`src/rtl/caravan_wb_pkg.sv`:
```
// Shared types and LA bit positions for the LA-driven Wishbone initiator.
package caravan_wb_pkg;

  typedef enum logic {
    IDLE = 1'b0,
    REQ  = 1'b1
  } wb_state_e;

  // Command fields on la_data_in
  localparam int ADR_LSB   = 0;
  localparam int WDATA_LSB = 32;
  localparam int SEL_LSB   = 64;
  localparam int WE_BIT    = 68;
  localparam int GO_BIT    = 69;

  // Status fields on la_data_out
  localparam int RDATA_LSB = 0;
  localparam int BUSY_BIT  = 32;
  localparam int DONE_BIT  = 33;
  localparam int ERR_BIT   = 34;

  typedef struct packed {
    logic [31:0] adr;
    logic [31:0] wdata;
    logic [3:0]  sel;
    logic        we;
  } wb_cmd_t;

  function automatic wb_cmd_t la_cmd(input logic [127:0] la);
    wb_cmd_t c;
    c.adr   = la[ADR_LSB   +: 32];
    c.wdata = la[WDATA_LSB +: 32];
    c.sel   = la[SEL_LSB   +: 4];
    c.we    = la[WE_BIT];
    return c;
  endfunction

endpackage

```
`src/rtl/la_wb_timeout.sv`:
```
// REQ-phase watchdog: counts cycles while enabled, flags the last allowed cycle.
module la_wb_timeout #(
  parameter int TIMEOUT_CYCLES = 255,
  parameter int CNT_W          = 16
) (
  input  logic clk,
  input  logic rst,
  input  logic clr_i,
  input  logic en_i,
  output logic expire_o
);

  localparam logic [CNT_W-1:0] CNT_LAST = CNT_W'(TIMEOUT_CYCLES - 1);

  logic [CNT_W-1:0] cnt_q, cnt_d;

  always_comb begin
    cnt_d = cnt_q;
    if (clr_i)     cnt_d = '0;
    else if (en_i) cnt_d = cnt_q + 1'b1;
  end

  always_ff @(posedge clk) begin
    if (rst) cnt_q <= '0;
    else     cnt_q <= cnt_d;
  end

  assign expire_o = en_i && (cnt_q == CNT_LAST);

endmodule

```
`src/rtl/la_wb_initiator.sv`:
```
// Single-beat Wishbone initiator commanded from LA lines via a go toggle.
// Define WB_INIT_TIMEOUT_EN to build the REQ timeout/abort path.
module la_wb_initiator
  import caravan_wb_pkg::*;
#(
  parameter int TIMEOUT_CYCLES = 255,
  parameter int CNT_W          = 16
) (
  input  logic         wb_clk_i,
  input  logic         wb_rst_i,
  input  logic [127:0] la_data_in,
  input  logic [127:0] la_oenb,
  output logic [127:0] la_data_out,
  output logic         wbm_cyc_o,
  output logic         wbm_stb_o,
  output logic         wbm_we_o,
  output logic [3:0]   wbm_sel_o,
  output logic [31:0]  wbm_adr_o,
  output logic [31:0]  wbm_dat_o,
  input  logic [31:0]  wbm_dat_i,
  input  logic         wbm_ack_i
);

  if (TIMEOUT_CYCLES < 1 || TIMEOUT_CYCLES >= (1 << CNT_W)) begin : g_bad_cfg
    $error("la_wb_initiator: TIMEOUT_CYCLES out of range for CNT_W");
  end

  wb_state_e   state_q, state_d;
  logic        go_q, go_d;
  logic        cyc_q, cyc_d;
  logic        we_q, we_d;
  logic [3:0]  sel_q, sel_d;
  logic [31:0] adr_q, adr_d;
  logic [31:0] dat_q, dat_d;
  logic [31:0] rdata_q, rdata_d;
  logic        busy_q, busy_d;
  logic        done_q, done_d;
  logic        err_q, err_d;

  wb_cmd_t cmd;
  logic    go_in;
  logic    accept;
  logic    timeout;

  assign cmd    = la_cmd(la_data_in);
  assign go_in  = la_data_in[GO_BIT];
  assign accept = (state_q == IDLE) && (go_in != go_q) && !la_oenb[GO_BIT];

`ifdef WB_INIT_TIMEOUT_EN
  la_wb_timeout #(
    .TIMEOUT_CYCLES(TIMEOUT_CYCLES),
    .CNT_W         (CNT_W)
  ) u_timeout (
    .clk     (wb_clk_i),
    .rst     (wb_rst_i),
    .clr_i   (accept),
    .en_i    (state_q == REQ),
    .expire_o(timeout)
  );
`else
  assign timeout = 1'b0;
`endif

  always_comb begin
    state_d = state_q;
    go_d    = go_in;
    cyc_d   = cyc_q;
    we_d    = we_q;
    sel_d   = sel_q;
    adr_d   = adr_q;
    dat_d   = dat_q;
    rdata_d = rdata_q;
    busy_d  = busy_q;
    done_d  = done_q;
    err_d   = err_q;
    case (state_q)
      IDLE: begin
        if (accept) begin
          state_d = REQ;
          cyc_d   = 1'b1;
          busy_d  = 1'b1;
          err_d   = 1'b0;
          adr_d   = cmd.adr;
          dat_d   = cmd.wdata;
          sel_d   = cmd.sel;
          we_d    = cmd.we;
        end
      end
      REQ: begin
        // Ack takes priority over a timeout landing on the same cycle.
        if (wbm_ack_i) begin
          state_d = IDLE;
          cyc_d   = 1'b0;
          we_d    = 1'b0;
          busy_d  = 1'b0;
          done_d  = ~done_q;
          if (!we_q) rdata_d = wbm_dat_i;
        end else if (timeout) begin
          state_d = IDLE;
          cyc_d   = 1'b0;
          we_d    = 1'b0;
          busy_d  = 1'b0;
          err_d   = 1'b1;
          done_d  = ~done_q;
        end
      end
      default: state_d = IDLE;
    endcase
  end

  always_ff @(posedge wb_clk_i) begin
    if (wb_rst_i) begin
      state_q <= IDLE;
      go_q    <= 1'b0;
      cyc_q   <= 1'b0;
      we_q    <= 1'b0;
      sel_q   <= '0;
      adr_q   <= '0;
      dat_q   <= '0;
      rdata_q <= '0;
      busy_q  <= 1'b0;
      done_q  <= 1'b0;
      err_q   <= 1'b0;
    end else begin
      state_q <= state_d;
      go_q    <= go_d;
      cyc_q   <= cyc_d;
      we_q    <= we_d;
      sel_q   <= sel_d;
      adr_q   <= adr_d;
      dat_q   <= dat_d;
      rdata_q <= rdata_d;
      busy_q  <= busy_d;
      done_q  <= done_d;
      err_q   <= err_d;
    end
  end

  assign wbm_cyc_o = cyc_q;
  assign wbm_stb_o = cyc_q;
  assign wbm_we_o  = we_q;
  assign wbm_sel_o = sel_q;
  assign wbm_adr_o = adr_q;
  assign wbm_dat_o = dat_q;

  always_comb begin
    la_data_out                     = '0;
    la_data_out[RDATA_LSB +: 32]    = rdata_q;
    la_data_out[BUSY_BIT]           = busy_q;
    la_data_out[DONE_BIT]           = done_q;
    la_data_out[ERR_BIT]            = err_q;
  end

  logic unused_la;
  assign unused_la = ^{la_data_in[127:70], la_oenb[127:70], la_oenb[68:0]};

endmodule

```
`config.mk`:
```
export PLATFORM = sky130hd
export DESIGN_NAME = la_wb_initiator
export DESIGN_NICKNAME = d
export VERILOG_FILES = /design/src/rtl/caravan_wb_pkg.sv /design/src/rtl/la_wb_timeout.sv /design/src/rtl/la_wb_initiator.sv
export SDC_FILE = /design/constraint.sdc
export NUM_CORES = 1
export LEC_CHECK = 0
export CAP_MARGIN = 20
export CORE_AREA = 10 10 181 183
export CTS_BUF_LIST = sky130_fd_sc_hd__clkbuf_8
export DETAILED_ROUTE_END_ITERATION = 10
export DIE_AREA = 0 0 191 193
export PLACE_DENSITY = 0.5
export SYNTH_ARGS = -nofsm -noshare
export SYNTH_HDL_FRONTEND = slang
export SYNTH_SLANG_ARGS = --single-unit
export TNS_END_PERCENT = 10
```
`constraint.sdc`:
```
create_clock -name wb_clk_i -period 1.76 [get_ports wb_clk_i]
set_clock_uncertainty 0.2 [all_clocks]
set_input_delay 0.352 -clock wb_clk_i [delete_from_list [all_inputs] [get_ports wb_clk_i]]
set_output_delay 0.352 -clock wb_clk_i [all_outputs]
set_load 0.01 [all_outputs]
```
==> results.txt <==
The flow ran to the end, and the final reports show no timing, DRC or antenna violations. The critical path in this run is classified as in -> reg. The number of levels the H-tree was split into came out at 3. The xor-xnor portion of the synthesized cell area came out at 0.00864. The setup slack after placement is -0.291 ns. The net count reported at finish came out at 1045. Of all flip-flops after synthesis, the portion carrying an async set or reset was 0. The routed layout has 4460 vias. Power spread over the standard cell area amounts to 731 mW/mm^2. The worst pin sits at a relative slew slack of 0.652. The fraction of final layout cells with drive strength greater than 1 came out at 0.0514. The post-layout worst setup margin is 0.108 ns. Clock tree synthesis selected as its root buffer the cell sky130_fd_sc_hd__clkbuf_8. The global-route met2 utilization came out at 0.156.

The detailed-routing iteration count for the pre-antenna-repair pass is 4. The aggregate routed wire length came out at roughly 20000 um. The largest family of logic cells by synthesized area is compound AO/OA/AOI/OAI gates. The achievable frequency is slightly above 600 MHz. Setup repair after global routing left no endpoint under its margin. The reported max-cap violation count came out at 0. After global routing, the most crowded layer is met2. Entering global routing, the biggest net connects 52 pins. STA classifies the critical path startpoint as an input port. In this run the static leakage power is 3.04 nW. The number of hold violations in the final report was 0. The initial utilization of the core area, before any placement, comes to 0.163. The synthesized design spends more area on one cell type than any other, namely sky130_fd_sc_hd__dfxtp_1. The number of warnings printed during yosys synthesis came out at 0. The total count of max-transition violations in the final report is 0. IR analysis of the VDD net gives a maximum drop of 0.331 mV.

The number of CTS-inserted buffers is 9. Synthesis inferred 105 register bits. The die covers 0.0369 sq mm. The clock latency at the later pin of the worst-skew pair is 0.38 ns. Of the total synthesized cell area, the portion taken by full adders, half adders and majority gates is 0. The unique cell type count in the Yosys netlist is 19.

The sum of negative setup slack came out at 0 ns. Among all flip-flop cells after synthesis, the most frequent one is sky130_fd_sc_hd__dfxtp_1. The area share of the largest cell type after synthesis came out at 0.440.

The met3 global-route usage came out at 0.0424. The register clock-pin slew on the reported worst setup and hold paths came out at 0.10 ns. The number of I/O port buffers is 210.

The post-synth design cell area came out at 0.00478 sq mm. Setup violations remaining at the end of the flow were counted as 0. The per-instance average area after synthesis is 8.30 sq um. The element type at the critical path end is a flop. The half-perimeter wire length after detailed placement is 14500 um. The count of flip-flops with a built-in enable after synthesis is 0. The number of global-route vias before repair is 4485. The remaining global-route overflow came out at 0.

The maximum fanout along the worst path is 40. The simple logic cell fraction of the synthesized area is 0.134. The post-detailed-route wirelength per cell came out at 17.2 um. The slew at the pin closest to its max-slew limit is 0.522 ns. Yosys attributes the largest share of cell area to sky130_fd_sc_hd__dfxtp_1, sky130_fd_sc_hd__buf_4, sky130_fd_sc_hd__a21oi_1, sky130_fd_sc_hd__o31ai_1, sky130_fd_sc_hd__nand3_1.

In the global route stage, overall resource usage came out at 0.0996. The compound-cell area share of the yosys netlist came out at 0.214. The die outline height came out at 193 um. The standard-cell row count is 63. The worst hold path belongs to the class reg -> reg.

The final worst-path cycle share is 0.939. sky130_fd_sc_hd__dfxtp_1 is the most common cell in the netlist. The die width came out at 191 um.

The clock drives 105 sinks. The core area came out at 0.0292 sq mm. The number of standard cells after synthesis is 576. The arrival time of the worst setup path is between 1.5 and 2 ns. In this run, the number of DRC markers left after iteration 0 of detailed routing was 199. Routability-driven placement finished with a final weighted congestion of 0.690.

The multiplexer share of the synthesized area came out at 0.00209. The part of the Yosys area used for sequential elements came out at 0.440. The number of remaining DRC errors is 0. The first global-routing pass estimated 28700 um of wire.

The initial antenna violation count is 0. The met1 demand-to-capacity share in global routing is 0.124. The maximum root-to-sink buffer count is 2. The area overhead of the layout relative to synthesis is 48.9%. The commonest cells after synthesis are sky130_fd_sc_hd__dfxtp_1, sky130_fd_sc_hd__a21oi_1, sky130_fd_sc_hd__buf_4. TritonCTS built the clock tree. The endpoint required time on the critical path came out at 1.83 ns. The count of nets left with antenna violations once routing finished came out at 0. The number of vias per cell after detailed routing came out at 3.88.

The boundary pin count is 490. The post-route minimum period came out at 1.65 ns. 0 antenna diodes ended up in the layout.
critical path, cell delays in order:
cell and delay [ns]:
sky130_fd_sc_hd__clkdlybuf4s50_1 0.45, sky130_fd_sc_hd__buf_4 0.17, sky130_fd_sc_hd__xor2_4 0.21, sky130_fd_sc_hd__buf_12 0.23, sky130_fd_sc_hd__nand2_1 0.13, sky130_fd_sc_hd__mux2i_1 0.13
through the flow:
stage	util	area, sq um	std cells	total power, mW	hold slack, ns
global route	0.243	7110	1149	5.53	0.279
finish	0.243	7110	1149	5.20	0.257
detailed placement	0.241	7050	1132	3.86	0.246
CTS	0.243	7110	1149	5.35	0.250
global placement	0.241	7050	1132	3.86	0.242
floorplan	-	5130	669	3.30	0.280
repair_timing:
item	4_1_cts	5_1_grt
gates resized for setup	107	0
hold buffers	1	0
endpoints found under the hold margin	4	0
endpoints found under the setup margin	105	0
buffers inserted	0	0
layout make-up:
class / count / area, sq um
fillers: 3278 / 22100
repair buffers: 227 / 2240
flip-flops and latches: 105 / 2110
multi-input cells: 411 / 2100
well taps: 390 / 488
clock buffers: 10 / 138
clock inverters: 6 / 42.5
cells by family (layout without fill, tap and decap cells):
| group | count (synthesis) | count (layout) |
|---|---|---|
| AOI/OAI and AO/OA | 170 | 170 |
| xor gates and xnor gates | 3 | 3 |
| buffers and inverters | 153 | 243 |
| DFF | 105 | 105 |
| muxes | 1 | 1 |
| other | 1 | 94 |
| and+or+nand+nor | 143 | 143 |
flip-flops by register name, indices dropped and copies added, names as in the netlist:
signal	count
rdata_q	32
done_q	1
state_q	1
wbm_sel_o	4
wbm_dat_o	32
wbm_adr_o	32
wbm_we_o	1
go_q	1
busy_q	1
final timing paths:
path         depth (start not counted)      startpoint  slack (ns)          end
max                                  6  la_data_in[69]        0.11     wbm_we_o
min                                  2     rdata_q[17]        0.26  rdata_q[17]
max reg2reg                          4            go_q        0.15     wbm_we_o
min reg2reg                          2     rdata_q[17]        0.26  rdata_q[17]
where the power goes:
part | switching, mW | internal, mW | total [mW] | leakage (nW)
Combinational | 0.645 | 0.507 | 1.15 | 2.09
Clock | 0.924 | 0.559 | 1.48 | 0.0941
Sequential | 0.0717 | 2.49 | 2.57 | 0.856
layer usage:
metal | part of all wire | vias up
met5 | 0 | -
met4 | 0.0099 | 0
met3 | 0.10 | 10
met2 | 0.46 | 177
met1 | 0.43 | 2108
li1 | - | 2165
cell usage in the layout (no fill, tap or decap):
cell	count
sky130_fd_sc_hd__dlygate4sd2_1	105
sky130_fd_sc_hd__clkdlybuf4s50_1	103
sky130_fd_sc_hd__a21oi_1	102
sky130_fd_sc_hd__dfxtp_1	102
sky130_fd_sc_hd__conb_1	94
sky130_fd_sc_hd__nand3_1	68
sky130_fd_sc_hd__o31ai_1	68
sky130_fd_sc_hd__nand2_1	67
sky130_fd_sc_hd__buf_12	12
sky130_fd_sc_hd__clkbuf_8	10
sky130_fd_sc_hd__buf_4	5
sky130_fd_sc_hd__dfxtp_2	3
sky130_fd_sc_hd__nand3b_1	2
sky130_fd_sc_hd__nand2b_1	2
sky130_fd_sc_hd__clkinv_4	2
sky130_fd_sc_hd__nor2_4	1
sky130_fd_sc_hd__xor2_4	1
sky130_fd_sc_hd__xnor2_4	1
sky130_fd_sc_hd__and3b_1	1
sky130_fd_sc_hd__xor2_1	1
sky130_fd_sc_hd__nor2_1	1
sky130_fd_sc_hd__nor2b_1	1
sky130_fd_sc_hd__mux2i_1	1
sky130_fd_sc_hd__clkinv_2	1
sky130_fd_sc_hd__inv_1	1
sky130_fd_sc_hd__inv_6	1
sky130_fd_sc_hd__clkinvlp_4	1
sky130_fd_sc_hd__dlygate4sd3_1	1
sky130_fd_sc_hd__buf_2	1
Power figures use the tool's default switching activity.
